## config.mk

```make
export PLATFORM = sky130hd
export DESIGN_NAME = khazad_word_bridge
export DESIGN_NICKNAME = d
export VERILOG_FILES = /design/src/rtl/khazad_bridge_pkg.sv /design/src/rtl/khazad_word_packer.sv /design/src/rtl/khazad_word_bridge.sv
export SDC_FILE = /design/constraint.sdc
export NUM_CORES = 1
export LEC_CHECK = 0
export ABC_AREA = 1
export BUFFER_PORTS_ARGS = -buffer_cell sky130_fd_sc_hd__buf_4
export CAP_MARGIN = 25
export CORE_AREA = 2 2 192 156
export CTS_CLUSTER_SIZE = 8
export DETAILED_ROUTE_END_ITERATION = 8
export DIE_AREA = 0 0 194 158
export PLACE_DENSITY_LB_ADDON = 0.3
export SLEW_MARGIN = 10
export SYNTH_ARGS = -nofsm -noshare
export SYNTH_HDL_FRONTEND = slang
export SYNTH_HIERARCHICAL = 1
export SYNTH_SLANG_ARGS = --single-unit
```

## constraint.sdc

```tcl
create_clock -name clk -period 12.9 [get_ports clk]
set_input_delay 3.87 -clock clk [delete_from_list [all_inputs] [get_ports clk]]
set_output_delay 3.87 -clock clk [all_outputs]
set_load 0.01 [all_outputs]
```

## src/rtl/khazad_bridge_pkg.sv

```systemverilog
`default_nettype none
// ============================================================================
// Module   : khazad_bridge_pkg
// Purpose  : Shared types, write-select codes and word-count helpers for the
//            KHAZAD PS/PL word bridge.
// Revision : 1.0  initial release
// ============================================================================
package khazad_bridge_pkg;

    // Bridge operating states
    typedef enum logic [1:0] {
        ST_IDLE   = 2'd0,
        ST_LOAD   = 2'd1,
        ST_BUSY   = 2'd2,
        ST_UNLOAD = 2'd3
    } state_t;

    // wr_sel target codes
    localparam logic [1:0] c_sel_data = 2'b00;
    localparam logic [1:0] c_sel_key  = 2'b01;
    localparam logic [1:0] c_sel_iv   = 2'b10;
    localparam logic [1:0] c_sel_rsvd = 2'b11;

    // Number of bus words making up a wide register
    function automatic int words_of(input int tot_w, input int bus_w);
        return tot_w / bus_w;
    endfunction

    // True when a wide register is a whole, non-zero number of bus words
    function automatic bit is_whole_words(input int tot_w, input int bus_w);
        return (bus_w > 0) && (tot_w >= bus_w) && ((tot_w % bus_w) == 0);
    endfunction

endpackage : khazad_bridge_pkg
`default_nettype wire

```

## src/rtl/khazad_word_packer.sv

```systemverilog
`default_nettype none
// ============================================================================
// Module   : khazad_word_packer
// Purpose  : Shifts BUS_W-bit words into a TOT_W-bit register MSB-word first,
//            counts words and flags a complete register. A parallel load port
//            lets the owner overwrite the whole register (used for chaining).
// Revision : 1.0  initial release
// ============================================================================
module khazad_word_packer
    import khazad_bridge_pkg::*;
#(
    parameter int TOT_W = 64,
    parameter int BUS_W = 32
) (
    input  logic             clk,
    input  logic             rst,
    input  logic             clr,
    input  logic             shift_en,
    input  logic [BUS_W-1:0] word_in,
    input  logic             load,
    input  logic [TOT_W-1:0] load_data,
    output logic [TOT_W-1:0] data,
    output logic [TOT_W-1:0] data_nxt,
    output logic             full,
    output logic             last
);

    localparam int WORDS = words_of(TOT_W, BUS_W);
    localparam int CW    = (WORDS > 1) ? $clog2(WORDS) : 1;

    logic [TOT_W-1:0] r_sr;
    logic [CW-1:0]    r_cnt;
    logic             r_full;

    // Register value after shifting in the current word
    generate
        if (TOT_W == BUS_W) begin : g_single_word
            assign data_nxt = word_in;
        end else begin : g_multi_word
            assign data_nxt = {r_sr[TOT_W-BUS_W-1:0], word_in};
        end
    endgenerate

    assign last = shift_en && (r_cnt == CW'(WORDS - 1));
    assign data = r_sr;
    assign full = r_full;

    // Shift/count: the completing word sets full, any other word clears it
    always_ff @(posedge clk or posedge rst) begin
        if (rst) begin
            r_sr   <= '0;
            r_cnt  <= '0;
            r_full <= 1'b0;
        end else if (clr) begin
            r_cnt  <= '0;
            r_full <= 1'b0;
        end else if (shift_en) begin
            r_sr <= data_nxt;
            if (last) begin
                r_cnt  <= '0;
                r_full <= 1'b1;
            end else begin
                r_cnt  <= r_cnt + CW'(1);
                r_full <= 1'b0;
            end
        end else if (load) begin
            r_sr <= load_data;
        end
    end

endmodule : khazad_word_packer
`default_nettype wire

```

## src/rtl/khazad_word_bridge.sv

```systemverilog
`default_nettype none
// ============================================================================
// Module   : khazad_word_bridge
// Purpose  : Assembles key and data block from PS bus words, launches the
//            KHAZAD core, and returns the result as bus words.
//            Optional CBC chaining when KHAZAD_BRIDGE_CBC_EN is defined.
// Revision : 1.0  initial release
// ============================================================================
module khazad_word_bridge
    import khazad_bridge_pkg::*;
#(
    parameter int BUS_W = 32,
    parameter int KEY_W = 128,
    parameter int BLK_W = 64
) (
    input  logic             clk,
    input  logic             rst,
    input  logic             wr_en,
    input  logic [1:0]       wr_sel,
    input  logic [BUS_W-1:0] wr_data,
    output logic             wr_ready,
    output logic             key_loaded,
    output logic [KEY_W-1:0] k_in,
    output logic [BLK_W-1:0] d_in,
    output logic             core_start,
    input  logic             core_done,
    input  logic [BLK_W-1:0] d_out,
    output logic             rd_valid,
    input  logic             rd_en,
    output logic [BUS_W-1:0] rd_data,
    output logic             busy,
    output logic             err,
    input  logic             err_clr
);

    localparam int KEY_WORDS = words_of(KEY_W, BUS_W);
    localparam int BLK_WORDS = words_of(BLK_W, BUS_W);
    localparam int RC_W      = (BLK_WORDS > 1) ? $clog2(BLK_WORDS) : 1;

    generate
        if (!is_whole_words(KEY_W, BUS_W)) begin : g_bad_key_w
            $error("KEY_W must be a whole multiple of BUS_W");
        end
        if (!is_whole_words(BLK_W, BUS_W)) begin : g_bad_blk_w
            $error("BLK_W must be a whole multiple of BUS_W");
        end
    endgenerate

    state_t           r_state;
    state_t           w_state_nxt;
    logic             r_start;
    logic [BLK_W-1:0] r_d_in;
    logic [BLK_W-1:0] r_out_sr;
    logic [BLK_W-1:0] w_out_shift;
    logic [RC_W-1:0]  r_rd_cnt;
    logic             r_err;

    logic             w_wr_acc, w_key_wr, w_blk_wr;
    logic             w_blk_last, w_launch, w_drop, w_done;
    logic             w_rd_acc, w_rd_last, w_iv_err, w_err_evt;
    logic [BLK_W-1:0] w_blk_nxt, w_blk_data, w_chain;
    logic [KEY_W-1:0] w_key_nxt;
    logic             w_key_last, w_blk_full;

    assign w_wr_acc  = wr_en && wr_ready;
    assign w_key_wr  = w_wr_acc && (wr_sel == c_sel_key);
    assign w_blk_wr  = w_wr_acc && (wr_sel == c_sel_data);
    // A completed block launches only if a full key is already present
    assign w_launch  = w_blk_last && key_loaded;
    assign w_drop    = w_blk_last && !key_loaded;
    assign w_done    = (r_state == ST_BUSY) && core_done;
    assign w_rd_acc  = rd_en && rd_valid;
    assign w_rd_last = w_rd_acc && (r_rd_cnt == RC_W'(BLK_WORDS - 1));

    khazad_word_packer #(.TOT_W(KEY_W), .BUS_W(BUS_W)) u_key_packer (
        .clk       (clk),
        .rst       (rst),
        .clr       (1'b0),
        .shift_en  (w_key_wr),
        .word_in   (wr_data),
        .load      (1'b0),
        .load_data ('0),
        .data      (k_in),
        .data_nxt  (w_key_nxt),
        .full      (key_loaded),
        .last      (w_key_last)
    );

    khazad_word_packer #(.TOT_W(BLK_W), .BUS_W(BUS_W)) u_blk_packer (
        .clk       (clk),
        .rst       (rst),
        .clr       (w_drop),
        .shift_en  (w_blk_wr),
        .word_in   (wr_data),
        .load      (1'b0),
        .load_data ('0),
        .data      (w_blk_data),
        .data_nxt  (w_blk_nxt),
        .full      (w_blk_full),
        .last      (w_blk_last)
    );

`ifdef KHAZAD_BRIDGE_CBC_EN
    logic             w_iv_wr;
    logic [BLK_W-1:0] w_iv_nxt;
    logic             w_iv_full, w_iv_last;
    logic             w_unused;

    assign w_iv_wr  = w_wr_acc && (wr_sel == c_sel_iv);
    assign w_iv_err = 1'b0;

    // Chain register: IV words shift in; each result becomes the next IV
    khazad_word_packer #(.TOT_W(BLK_W), .BUS_W(BUS_W)) u_iv_packer (
        .clk       (clk),
        .rst       (rst),
        .clr       (1'b0),
        .shift_en  (w_iv_wr),
        .word_in   (wr_data),
        .load      (w_done),
        .load_data (d_out),
        .data      (w_chain),
        .data_nxt  (w_iv_nxt),
        .full      (w_iv_full),
        .last      (w_iv_last)
    );

    assign w_unused = &{1'b0, w_key_nxt, w_key_last, w_blk_data, w_blk_full,
                        w_iv_nxt, w_iv_full, w_iv_last};
`else
    logic w_unused;

    // ECB only: no chain register, IV writes are a protocol error
    assign w_chain  = '0;
    assign w_iv_err = wr_en && (wr_sel == c_sel_iv);
    assign w_unused = &{1'b0, w_key_nxt, w_key_last, w_blk_data, w_blk_full};
`endif

    assign w_err_evt = (wr_en && !wr_ready)
                     || (wr_en && (wr_sel == c_sel_rsvd))
                     || w_iv_err
                     || (rd_en && !rd_valid)
                     || w_drop;

    generate
        if (BLK_W == BUS_W) begin : g_out_single
            assign w_out_shift = '0;
        end else begin : g_out_multi
            assign w_out_shift = {r_out_sr[BLK_W-BUS_W-1:0], {BUS_W{1'b0}}};
        end
    endgenerate

    // State register
    always_ff @(posedge clk or posedge rst) begin
        if (rst) begin
            r_state <= ST_IDLE;
        end else begin
            r_state <= w_state_nxt;
        end
    end

    // Next-state logic
    always_comb begin
        w_state_nxt = r_state;
        case (r_state)
            ST_IDLE, ST_LOAD: begin
                if (w_launch) begin
                    w_state_nxt = ST_BUSY;
                end else if (w_drop) begin
                    w_state_nxt = ST_IDLE;
                end else if (w_blk_wr) begin
                    w_state_nxt = ST_LOAD;
                end
            end
            ST_BUSY: begin
                if (core_done) begin
                    w_state_nxt = ST_UNLOAD;
                end
            end
            ST_UNLOAD: begin
                if (w_rd_last) begin
                    w_state_nxt = ST_IDLE;
                end
            end
            default: w_state_nxt = ST_IDLE;
        endcase
    end

    // State-decoded outputs
    always_comb begin
        wr_ready = 1'b0;
        busy     = 1'b0;
        rd_valid = 1'b0;
        case (r_state)
            ST_IDLE, ST_LOAD: wr_ready = 1'b1;
            ST_BUSY:          busy     = 1'b1;
            ST_UNLOAD:        rd_valid = 1'b1;
            default:          wr_ready = 1'b0;
        endcase
    end

    // Launch: register the (optionally chained) block and pulse start once
    always_ff @(posedge clk or posedge rst) begin
        if (rst) begin
            r_start <= 1'b0;
            r_d_in  <= '0;
        end else begin
            r_start <= w_launch;
            if (w_launch) begin
                r_d_in <= w_blk_nxt ^ w_chain;
            end
        end
    end

    // Result capture and word-by-word readout
    always_ff @(posedge clk or posedge rst) begin
        if (rst) begin
            r_out_sr <= '0;
            r_rd_cnt <= '0;
        end else if (w_done) begin
            r_out_sr <= d_out;
            r_rd_cnt <= '0;
        end else if (w_rd_acc) begin
            r_out_sr <= w_out_shift;
            r_rd_cnt <= w_rd_last ? '0 : (r_rd_cnt + RC_W'(1));
        end
    end

    // Sticky error; a new error beats a simultaneous clear
    always_ff @(posedge clk or posedge rst) begin
        if (rst) begin
            r_err <= 1'b0;
        end else if (w_err_evt) begin
            r_err <= 1'b1;
        end else if (err_clr) begin
            r_err <= 1'b0;
        end
    end

    assign core_start = r_start;
    assign d_in       = r_d_in;
    assign rd_data    = r_out_sr[BLK_W-1 -: BUS_W];
    assign err        = r_err;

endmodule : khazad_word_bridge
`default_nettype wire

```

After elaboration in Yosys (flattened, before gate mapping):

Index checks and enable logic that the tools add are counted.

* flip-flop bits (word level): 297
* input bits: 104
* output and inout bits: 230
* word-level logic and storage cells: 75

* add/subtract/negate cells: 3
* eq/ne operators: 10
* muxes and demuxes: 21
* bitwise logic cells: 1
* reduce and logical (&&, ||, !) cells: 29

Operators by type and width (count)
* 2-to-1 mux 64 bit: 2
* logical AND 1 bit: 14
* 2-to-1 mux 1 bit: 12
* 2-to-1 mux 2 bit: 6
* == test 2 bit (second input constant): 5
* one-hot mux 2 bit (3 select lines): 1
* nonzero test 2 bit: 3
* == test 2 x 1 -> 1 bit (second input constant): 2
* logical NOT 2 bit: 2
* logical OR 1 bit: 4
* inequality test 2 bit (second input constant): 2
* inequality test 4 x 3 -> 1 bit (second input constant): 1
* logical NOT 1 bit: 3
* AND reduction 3 bit: 1
* adder 1 bit (second input constant): 2
* adder 2 x 1 -> 2 bit (second input constant): 1
* AND reduction 2 bit: 1
* OR reduction 2 bit: 1
* NOT 1 bit: 1

Longest topological paths before layout:

* word-level depth: 10
* mapped depth: 16
* gate-level depth less buffers: 12

Modules after synthesis:

The synthesis kept the hierarchy.

By module, submodules not included
* khazad_word_packer at u_key_packer: instances 1, cells each 1104, area an instance 7702.4 um2, seq. area each 3278.1 um2
* khazad_word_bridge: instances 1, cells each 696, area an instance 5759.3 um2, seq. area each 3328.2 um2
* khazad_word_packer at u_blk_packer: instances 1, cells each 553, area an instance 3865.0 um2, seq. area each 1651.6 um2

Worst setup path after synthesis:

Ideal clock, no wire load.

* kind: input port to flip-flop
* start point: in wr_sel[1]
* end point: reg u_blk_packer.r_sr[0] (netlist: u_blk_packer/data[0])
* setup time: 65 ps
* data arrival time: 5508 ps
* data required time: 12835 ps
* slack: 7328 ps
* stages: 15
* path buffers: 4
* path through: nor2_1 -> nand2_1 -> inv_1 -> buf_6 -> buf_4 -> buf_4 -> nand2_1 -> inv_1 -> inv_1 -> nor2_1 -> inv_2 -> o21ai_4 -> buf_6 -> nand2_1 -> nand2_1

* cells in the longest elaborated chain, start to end: 6

RTL lines
* start, declared: RTL line khazad_word_bridge.sv:19 `input logic [1:0] wr_sel,`
* logical NOT 2 bit: RTL line khazad_word_bridge.sv:67 `assign w_blk_wr = w_wr_acc && (wr_sel == c_sel_data);`
* logical AND 1 bit: RTL line khazad_word_bridge.sv:67
* named net w_blk_wr: RTL line khazad_word_bridge.sv:58 `logic w_wr_acc, w_key_wr, w_blk_wr;`
* logical AND 1 bit: RTL line khazad_word_packer.sv:44 `assign last = shift_en && (r_cnt == CW'(WORDS - 1));`
* named net w_blk_last: RTL line khazad_word_bridge.sv:59 `logic w_blk_last, w_launch, w_drop, w_done;`
* logical AND 1 bit: RTL line khazad_word_bridge.sv:70 `assign w_drop = w_blk_last && !key_loaded;`
* named net w_drop: RTL line khazad_word_bridge.sv:59
* NOT 1 bit (no line)
* AND reduction 2 bit (no line)
* end signal, assigned: RTL line khazad_word_packer.sv:58 `r_sr <= data_nxt;`
* end signal, assigned: RTL line khazad_word_packer.sv:67 `r_sr <= load_data;`
* end, declared: RTL line khazad_word_packer.sv:31 `logic [TOT_W-1:0] r_sr;`

The timed path passes the listed nets, and every way through them passes these cells.
A chain may end at the register's enable or synchronous reset.

Worst setup path in the final report:

* start point: in wr_sel[1]
* end point: reg u_key_packer.r_sr[56] (netlist: u_key_packer/data[56])

* cells in the longest elaborated chain, start to end: 2

RTL lines
* == test 2 x 1 -> 1 bit: RTL line khazad_word_bridge.sv:66 `assign w_key_wr = w_wr_acc && (wr_sel == c_sel_key);`
* logical AND 1 bit: RTL line khazad_word_bridge.sv:66
* named net w_key_wr: RTL line khazad_word_bridge.sv:58
* end signal, assigned: RTL line khazad_word_packer.sv:58
* end signal, assigned: RTL line khazad_word_packer.sv:67
* end, declared: RTL line khazad_word_packer.sv:31

The timed path passes the listed nets, and every way through them passes these cells.

==> impl_metrics.tcl <==
set metrics [dict create \
    startpoint "wr_sel[1]" \
    cts-root-buf "clkbuf_16" \
    slowest_stage "buf_4" \
    clock_skew_ns 0.0133 \
    drt-total-wl_mm 39.3 \
    antenna_left 0 \
    cts-resized-gates 0 \
    io_buffer_count 333 \
    rows 56 \
    start_util_pct 51.0 \
    coreArea_um2 28900 \
    ir_drop_uv 110 \
    hpwl_mm 26.4 \
    hold_buffers 0 \
    syn_to_final_growth_pct 23.1 \
    wl_per_cell_um 14.5 \
    reg2regPathDepth 7 \
    htree_levels 2 \
    status "finished clean" \
    period_share_pct 50.0 \
    chipHeight_um 158 \
    place.gp.congestion 0.841 \
    path_cells "buf_4 -> nor2_1 -> and3_4 -> nor2_1 -> nor2_4 -> buf_4 -> nand2_1 -> nand2_1" \
    path_class "in2reg" \
    switching_share_pct 29.6 \
    p_int_mw 2.00 \
    grt_pass1_vias 12000 \
    clk_pin_slew_worst_paths_ns 0.05 \
    combPwrFrac_pct 22.5 \
    drv_slew 0 \
    fin_nets 2441 \
    cts_tree "done" \
    yosysWarnings 6 \
    syn_area_um2 14700 \
    setup_violations 0 \
    grt_pass1_wl_mm 62.8 \
    p_leak_nw 10.7 \
    first_pass_iters 5 \
    critPathMaxStageDelay_ns 0.83 \
    hp-start "u_blk_packer/data[23]" \
    critPathRequiredTime_ns 13.34 \
    clock_sinks 297 \
    seqPwrFrac_pct 43.0 \
    worstHoldPathCells 2 \
    maxCapViolations 0 \
    vias 12800 \
    cts_max_path_buffers 3 \
    clkPwrFrac_pct 34.5 \
    gr-usage-all-layers_pct 25.2 \
    hold_viol 0 \
    clk_latency_ns 0.51 \
    dieArea_um2 30700 \
    avgSynthCellArea_um2 7.41 \
    grt_antenna_before_repair 0 \
    period_needed_ns 6.45 \
    end_kind "flop" \
    power.density_nw_per_um2 157 \
    r2r_start "r_state[1]" \
    cp.arrival_ns 6.89 \
    start_kind "input pin" \
    drc_errors 0 \
    layout-drive-gt1-share_pct 17.5 \
    drt_iter0_markers 1007 \
    rsz0062_at_grt "false" \
    io_pins 334 \
    timing.hold.ws_ns 0.472 \
    die_w_um 194 \
    via_per_inst 4.72 \
    hp-class "reg2reg" \
    n_antenna_cell 0 \
    grt_overflow 0 \
    power.switching_mw 0.842 \
    tightest_slew_ns 1.02 \
    cts_buffers 43 \
    maxSlewHeadroom_pct 31.9 \
    synth_cells 1987 \
    cts_setup_buffers 0 \
    finalSetupTns_ns 0 \
    grt_start_max_net_pins 100 \
    cp_max_fo 96 \
    fmax_ghz 0.155 \
]
worst paths after layout:
kind	endpoint	slack (ns)
min in group asynchronous	d_in[5]	3.45
worst min register to register	d_in[55]	0.47
max in group asynchronous	u_key_packer/data[94]	8.15
worst max register to register	u_key_packer/data[71]	9.36
worst max-delay path	u_key_packer/data[56]	6.45
worst min-delay path	d_in[55]	0.47
flip-flops by register name (all words and copies together), names as in the netlist:
register and cells:
core_start 1, u_key_packer/full 1, r_state 2, err 1, u_blk_packer/data 32, d_in 64, r_out_sr 64, u_key_packer/r_cnt 2
u_blk_packer/r_cnt 1, r_rd_cnt 1, u_key_packer/data 128
worst max-delay path: cells and delay by family:
family                 cells  cell delay (ns)
buffers and inverters      2             0.94
AND/OR/NAND/NOR            6             1.93
placed cells by master, fill, tap and decap left out, drive strengths merged, types with 3 or more instances in the layout:
master,instances
nand3,35
inv,54
o21ai,72
clkbuf,46
dfrtp,297
nand2,1268
buf,345
nor2,45
nand4,3
conb,168
power groups by stage:
| stage | sequential [mW] | clock, mW | combinational, mW |
|---|---|---|---|
| floorplan | 1.23 | 0 | 0.437 |
| global placement | 1.23 | 0 | 0.618 |
| detailed placement | 1.23 | 0 | 0.636 |
| CTS | 1.22 | 1.01 | 0.639 |
| global route | 1.24 | 1.05 | 0.716 |
| finish | 1.22 | 0.980 | 0.639 |
routing by layer:
layer	vias up	routed length (µm)	GRT usage [%]
met5	-	0	0
met4	0	1030	7.79
met3	64	2880	4.96
met2	439	17300	39.0
met1	5924	18100	36.0
li1	6398	-	-
metrics by stage:
stage	setup slack [ns]	util, %	cells	power (mW)	cell area, µm²
after floorplan	5.48	-	2154	1.67	15300
after global placement	5.96	58.5	2664	1.85	16900
after detailed placement	5.93	58.7	2667	1.87	17000
after global routing	6.21	62.8	2715	3.00	18100
final	6.45	62.8	2715	2.84	18100
after CTS	6.45	62.7	2714	2.87	18100
area by class of cell:
class | instances | area (µm²)
repair buffers | 345 | 2660
multi-input cells | 1595 | 6210
well taps | 377 | 472
clock buffers | 46 | 1130
inverters | 54 | 215
clock inverters | 1 | 8.76
flip-flops and latches | 297 | 7430
fillers | 2619 | 10700
No activity file was read; power rests on OpenSTA's default activity.
